--- config.mk ---
export PLATFORM = sky130hd
export DESIGN_NAME = fp_sqrt_seq
export DESIGN_NICKNAME = d
export VERILOG_FILES = /design/src/rtl/fp_sqrt_seq.sv
export SDC_FILE = /design/constraint.sdc
export NUM_CORES = 1
export LEC_CHECK = 0
export ABC_AREA = 1
export CORE_UTILIZATION = 34
export DETAILED_ROUTE_END_ITERATION = 10
export PLACE_DENSITY_LB_ADDON = 0.15
export SLEW_MARGIN = 30
export SYNTH_ARGS = -nofsm -noshare
export SYNTH_HDL_FRONTEND = slang
export SYNTH_SLANG_ARGS = --single-unit
--- constraint.sdc ---
create_clock -name clk -period 3.45 [get_ports clk]
set_input_delay 0.345 -clock clk [delete_from_list [all_inputs] [get_ports clk]]
set_output_delay 0.345 -clock clk [all_outputs]
set_load 0.05 [all_outputs]
--- src/rtl/fp_sqrt_seq.sv ---
// Multi-cycle IEEE-754 single-precision square root: restoring digit-by-digit
// root extraction (one root bit per cycle) followed by round-to-nearest-even.
module fp_sqrt_seq #(
    parameter bit FTZ   = 1'b1,
    parameter bit ROUND = 1'b1
) (
    input  logic        clk,
    input  logic        rst,
    input  logic        in_valid,
    output logic        in_ready,
    input  logic [31:0] a,
    output logic        out_valid,
    input  logic        out_ready,
    output logic [31:0] result,
    output logic        Exception,
    output logic        Underflow,
    output logic        Overflow
);

    typedef enum logic [1:0] {IDLE, CALC, RND, DONE} state_t;

    localparam logic [31:0] QNAN    = 32'h7FC0_0000;
    localparam logic [31:0] POS_INF = 32'h7F80_0000;

    state_t             state_q, state_d;
    logic        [4:0]  cnt_q, cnt_d;
    logic        [49:0] rad_q, rad_d;
    logic        [27:0] rem_q, rem_d;
    logic        [24:0] root_q, root_d;
    logic        [7:0]  exp_q, exp_d;
    logic        [31:0] result_q, result_d;
    logic               exc_q, exc_d;
    logic               unf_q, unf_d;
    logic               ovf_q, ovf_d;
    logic signed [29:0] trial;
    logic               keep;

    // Guard is root[0]; a carry out of the 24-bit mantissa only happens when
    // every retained root bit is 1, in which case the fraction wraps to zero.
    function automatic logic [31:0] round_pack(input logic [24:0] root,
                                               input logic        sticky,
                                               input logic [7:0]  exp_in);
        logic       inc;
        logic [22:0] frac;
        logic [7:0]  exp_out;
        inc     = ROUND & root[0] & (sticky | root[1]);
        frac    = root[23:1] + {22'd0, inc};
        exp_out = exp_in + {7'd0, inc & (&root[24:1])};
        return {1'b0, exp_out, frac};
    endfunction

    assign trial = $signed({rem_q, rad_q[49:48]}) - $signed({3'b000, root_q, 2'b01});
    assign keep  = (trial[29:28] == 2'b00);

    always_comb begin
        state_d  = state_q;
        cnt_d    = cnt_q;
        rad_d    = rad_q;
        rem_d    = rem_q;
        root_d   = root_q;
        exp_d    = exp_q;
        result_d = result_q;
        exc_d    = exc_q;
        unf_d    = unf_q;
        ovf_d    = ovf_q;
        case (state_q)
            IDLE: begin
                if (in_valid) begin
                    state_d = DONE;
                    if (a[30:23] == 8'hFF && a[22:0] != 23'd0) begin
                        result_d = QNAN;
                        exc_d    = 1'b1;
                    end else if (a == 32'h8000_0000) begin
                        result_d = 32'h8000_0000;
                    end else if (a == 32'h0000_0000) begin
                        result_d = 32'h0000_0000;
                    end else if (a[31]) begin
                        result_d = QNAN;
                        exc_d    = 1'b1;
                    end else if (a[30:23] == 8'hFF) begin
                        result_d = POS_INF;
                        ovf_d    = 1'b1;
                    end else if (a[30:23] == 8'h00) begin
                        result_d = 32'h0000_0000;
                        unf_d    = FTZ;
                    end else begin
                        // Odd biased exponent means an even unbiased one: shift by 25, else 26.
                        state_d = CALC;
                        cnt_d   = 5'd24;
                        rem_d   = '0;
                        root_d  = '0;
                        rad_d   = a[23] ? {2'b01, a[22:0], 25'd0} : {1'b1, a[22:0], 26'd0};
                        exp_d   = {1'b0, a[30:24]} + (a[23] ? 8'd64 : 8'd63);
                    end
                end
            end
            CALC: begin
                rad_d  = {rad_q[47:0], 2'b00};
                root_d = {root_q[23:0], keep};
                rem_d  = keep ? trial[27:0] : {rem_q[25:0], rad_q[49:48]};
                cnt_d  = cnt_q - 5'd1;
                if (cnt_q == 5'd0) state_d = RND;
            end
            RND: begin
                result_d = round_pack(root_q, |rem_q, exp_q);
                state_d  = DONE;
            end
            DONE: begin
                if (out_ready) begin
                    state_d = IDLE;
                    exc_d   = 1'b0;
                    unf_d   = 1'b0;
                    ovf_d   = 1'b0;
                end
            end
            default: state_d = IDLE;
        endcase
    end

    always_ff @(posedge clk) begin
        cnt_q  <= cnt_d;
        rad_q  <= rad_d;
        rem_q  <= rem_d;
        root_q <= root_d;
        exp_q  <= exp_d;
        if (rst) begin
            state_q  <= IDLE;
            result_q <= '0;
            exc_q    <= 1'b0;
            unf_q    <= 1'b0;
            ovf_q    <= 1'b0;
        end else begin
            state_q  <= state_d;
            result_q <= result_d;
            exc_q    <= exc_d;
            unf_q    <= unf_d;
            ovf_q    <= ovf_d;
        end
    end

    assign in_ready  = (state_q == IDLE);
    assign out_valid = (state_q == DONE);
    assign result    = result_q;
    assign Exception = exc_q;
    assign Underflow = unf_q;
    assign Overflow  = ovf_q;

endmodule

==> reports/results.ini <==
[clock_tree]
cts.path.max_buffers = 2
clock_latency_ns = 0.42
cts_num_sinks = 128
cts_repair_resize_count = 0
cts_hold_buf = 0
clk_pin_slew_ns = 0.06
cts-root-buf = clkbuf_16
h-tree-depth = 4
tritoncts = yes
post-cts-setup-buffer-count = 0
cts_buffers = 17

[timing]
fmax_mhz = 335
post-route-min-period_ns = 2.99
post-route-period-util = 0.866
rsz0062_at_grt = false
slew_viol_final = 0
finalSetupTns_ns = 0
finalSetupViolCount = 0
skew_ns = 0.0113
hold_viol_final = 0
slew_headroom = 0.442
worstMarginPinSlew_ns = 0.837

[setup_path]
worstPathArrival_ns = 3.16
cpPeakStageDelay_ns = 0.49
reg2reg_to = rem_q[17]
start_kind = flip-flop
critPathMaxFanout = 26
critical_path.endpoint = rem_q[17]
cp.required_ns = 3.62
critPathLaunch = root_q[16]
r2r_setup_slack_ns = 0.46
setup.worst_path.class = reg2reg
cp_slowest_cell = edfxtp_1
cp_cell_sequence = inv_1 -> ha_1 -> a21oi_1 -> nor2_1 -> nor2_1 -> nand2_1 -> a21oi_1 -> nand2_1 -> nand2_1 -> nand2_4 -> inv_2 -> nand3_1 -> nand2_1 -> nor2_1
r2r-start = root_q[16]
end_kind = flip-flop
ff2ff_path_depth = 14
cpMostUsedCell = nand2_1

[yosys]
seq_area_frac_synth = 0.391
syn_nets = 1333
ys.flop_type = edfxtp_1
yosysWarnings = 0
synth_edf_count = 91
postSynthCellCount = 1253
synthArstFlopShare = 0
syn_area_um2 = 8870
syn_avg_cell_area_um2 = 7.08
yosysUniqueCellTypes = 43
synth-seq-cells = 128

[detailed_routing]
drc = 0
drt-initial-drc-count = 723
ant_nets = 0
totalWireLength_mm = 24.6
dr.pass1.iters = 6
vias = 8087
viasPerCell = 4.86
wl_per_cell_um = 14.8

[floorplan]
pin_count = 73
rows = 58
core_um2 = 25400
dieArea_um2 = 26700
die_h_um = 164
start_util = 0.349
die_x_um = 164

[global_routing]
antenna_found_initial = 0
first_global_vias = 7571
overflow = 0
grt_max_degree = 84
grt_pass1_wl_mm = 39.4
track_usage = 0.191

[finish]
drive_gt1_frac = 0.0450
num_antenna_cells = 0
layout.nets = 1400
syn_to_final_growth_pct = 18.9
final_common_cell = nand2_1
final_cell_mix = nand2_1 (352), inv_1 (211), nor2_1 (163)

[outcome]
status = completed

[place]
port_buffers = 72
gp_congestion = 0.931
dp_hpwl_mm = 18.3

[min_path]
hold_class = reg2reg

[job]
maxCapViolations = 0

## cell families after synthesis
kind of cell / count (synthesis) / share of synthesized area
buf+inv: 250 / 0.110
xor+xnor: 24 / 0.0237
fa+ha+maj: 44 / 0.0629
flops: 128 / 0.391
compound gates: 141 / 0.0946
simple gates: 666 / 0.318
## sequential cells by signal, indices dropped and copies added (netlist names)
name / count
Overflow: 1
Exception: 1
state_q: 2
rem_q: 28
result: 32
root_q: 25
cnt_q: 5
rad_q: 25
exp_q: 8
Underflow: 1
## worst max-delay path: cells and delay by family, from the launching register on
family | cells | cell delay [ns]
adder cells (fa/ha/maj) | 1 | 0.33
buffers and inverters | 2 | 0.66
AND/OR/NAND/NOR | 9 | 0.81
flip-flops | 1 | 0.49
AO/OA/AOI/OAI | 2 | 0.43
## area by class of cell
| type | instances | area [µm²] |
|---|---|---|
| Fill cell | 2670 | 14800 |
| Multi-Input combinational cell | 875 | 4430 |
| Sequential cell | 128 | 3470 |
| Timing Repair Buffer | 81 | 826 |
| Inverter | 217 | 818 |
| Clock buffer | 19 | 433 |
| Tap cell | 330 | 413 |
| Clock inverter | 13 | 160 |
## worst min-delay path by stage
stage / startpoint / endpoint / cells after the start
after global placement: result[6] / result[6] / 2
after global routing: result[3] / result[3] / 2
after floorplan: rad_q[47] / rad_q[49] / 2
after detailed placement: result[4] / result[4] / 2
after CTS: result[4] / result[4] / 2
final: result[4] / result[4] / 2
## synth_stat cells, types with 2 or more instances
library cell,instances,area (µm²)
dfxtp_1,37,741
nor3_2,3,30.0
nand3_2,3,30.0
nand4_1,24,150
xnor2_1,13,114
nor3_1,13,65.1
clkbuf_1,20,75.1
inv_2,4,15.0
ha_1,43,538
buf_2,3,15.0
o21a_1,2,15.0
o221ai_1,21,184
nor4_1,8,50.1
xor2_1,11,96.3
nor3b_1,3,22.5
nand2_4,2,22.5
a31oi_1,4,25.0
nand2_1,352,1320
nor2_1,163,612
or2_2,2,12.5
o22ai_1,3,18.8
inv_1,212,796
nand3_1,78,390
a21oi_1,63,315
edfxtp_1,91,2730
o21bai_1,6,45.0
nor2_2,3,18.8
and2_1,3,18.8
nand3b_1,5,37.5
nand2_2,2,12.5
o2111ai_1,3,26.3
buf_1,6,22.5
o21ai_1,3,15.0
o21ai_0,31,155
buf_6,4,45.0
a211oi_1,2,15.0
## per-stage QoR
| step | setup WS, ns | hold slack [ns] | cell area, µm² | std cells | utilization |
|---|---|---|---|---|---|
| floorplan | 0.274 | 0.496 | 8880 | 1253 | - |
| detailed placement | 0.493 | 0.438 | 9960 | 1631 | 0.392 |
| global route | 0.0918 | 0.476 | 10600 | 1663 | 0.416 |
| CTS | 0.471 | 0.448 | 10600 | 1663 | 0.416 |
| global placement | 0.490 | 0.435 | 9960 | 1631 | 0.392 |
| finish | 0.464 | 0.443 | 10600 | 1663 | 0.416 |
## metal layers
| layer | vias up | GRT usage | routed length [µm] | share of wire |
|---|---|---|---|---|
| met5 | - | 0 | 0 | 0 |
| met4 | 0 | 0.0539 | 397 | 0.016 |
| met3 | 20 | 0.0277 | 1270 | 0.051 |
| met2 | 225 | 0.307 | 11200 | 0.45 |
| met1 | 3645 | 0.264 | 11800 | 0.48 |
| li1 | 4197 | - | - | - |
Power is not shown: default switching activity piles up to over one toggle a cycle in this logic, so the estimate is an artifact.
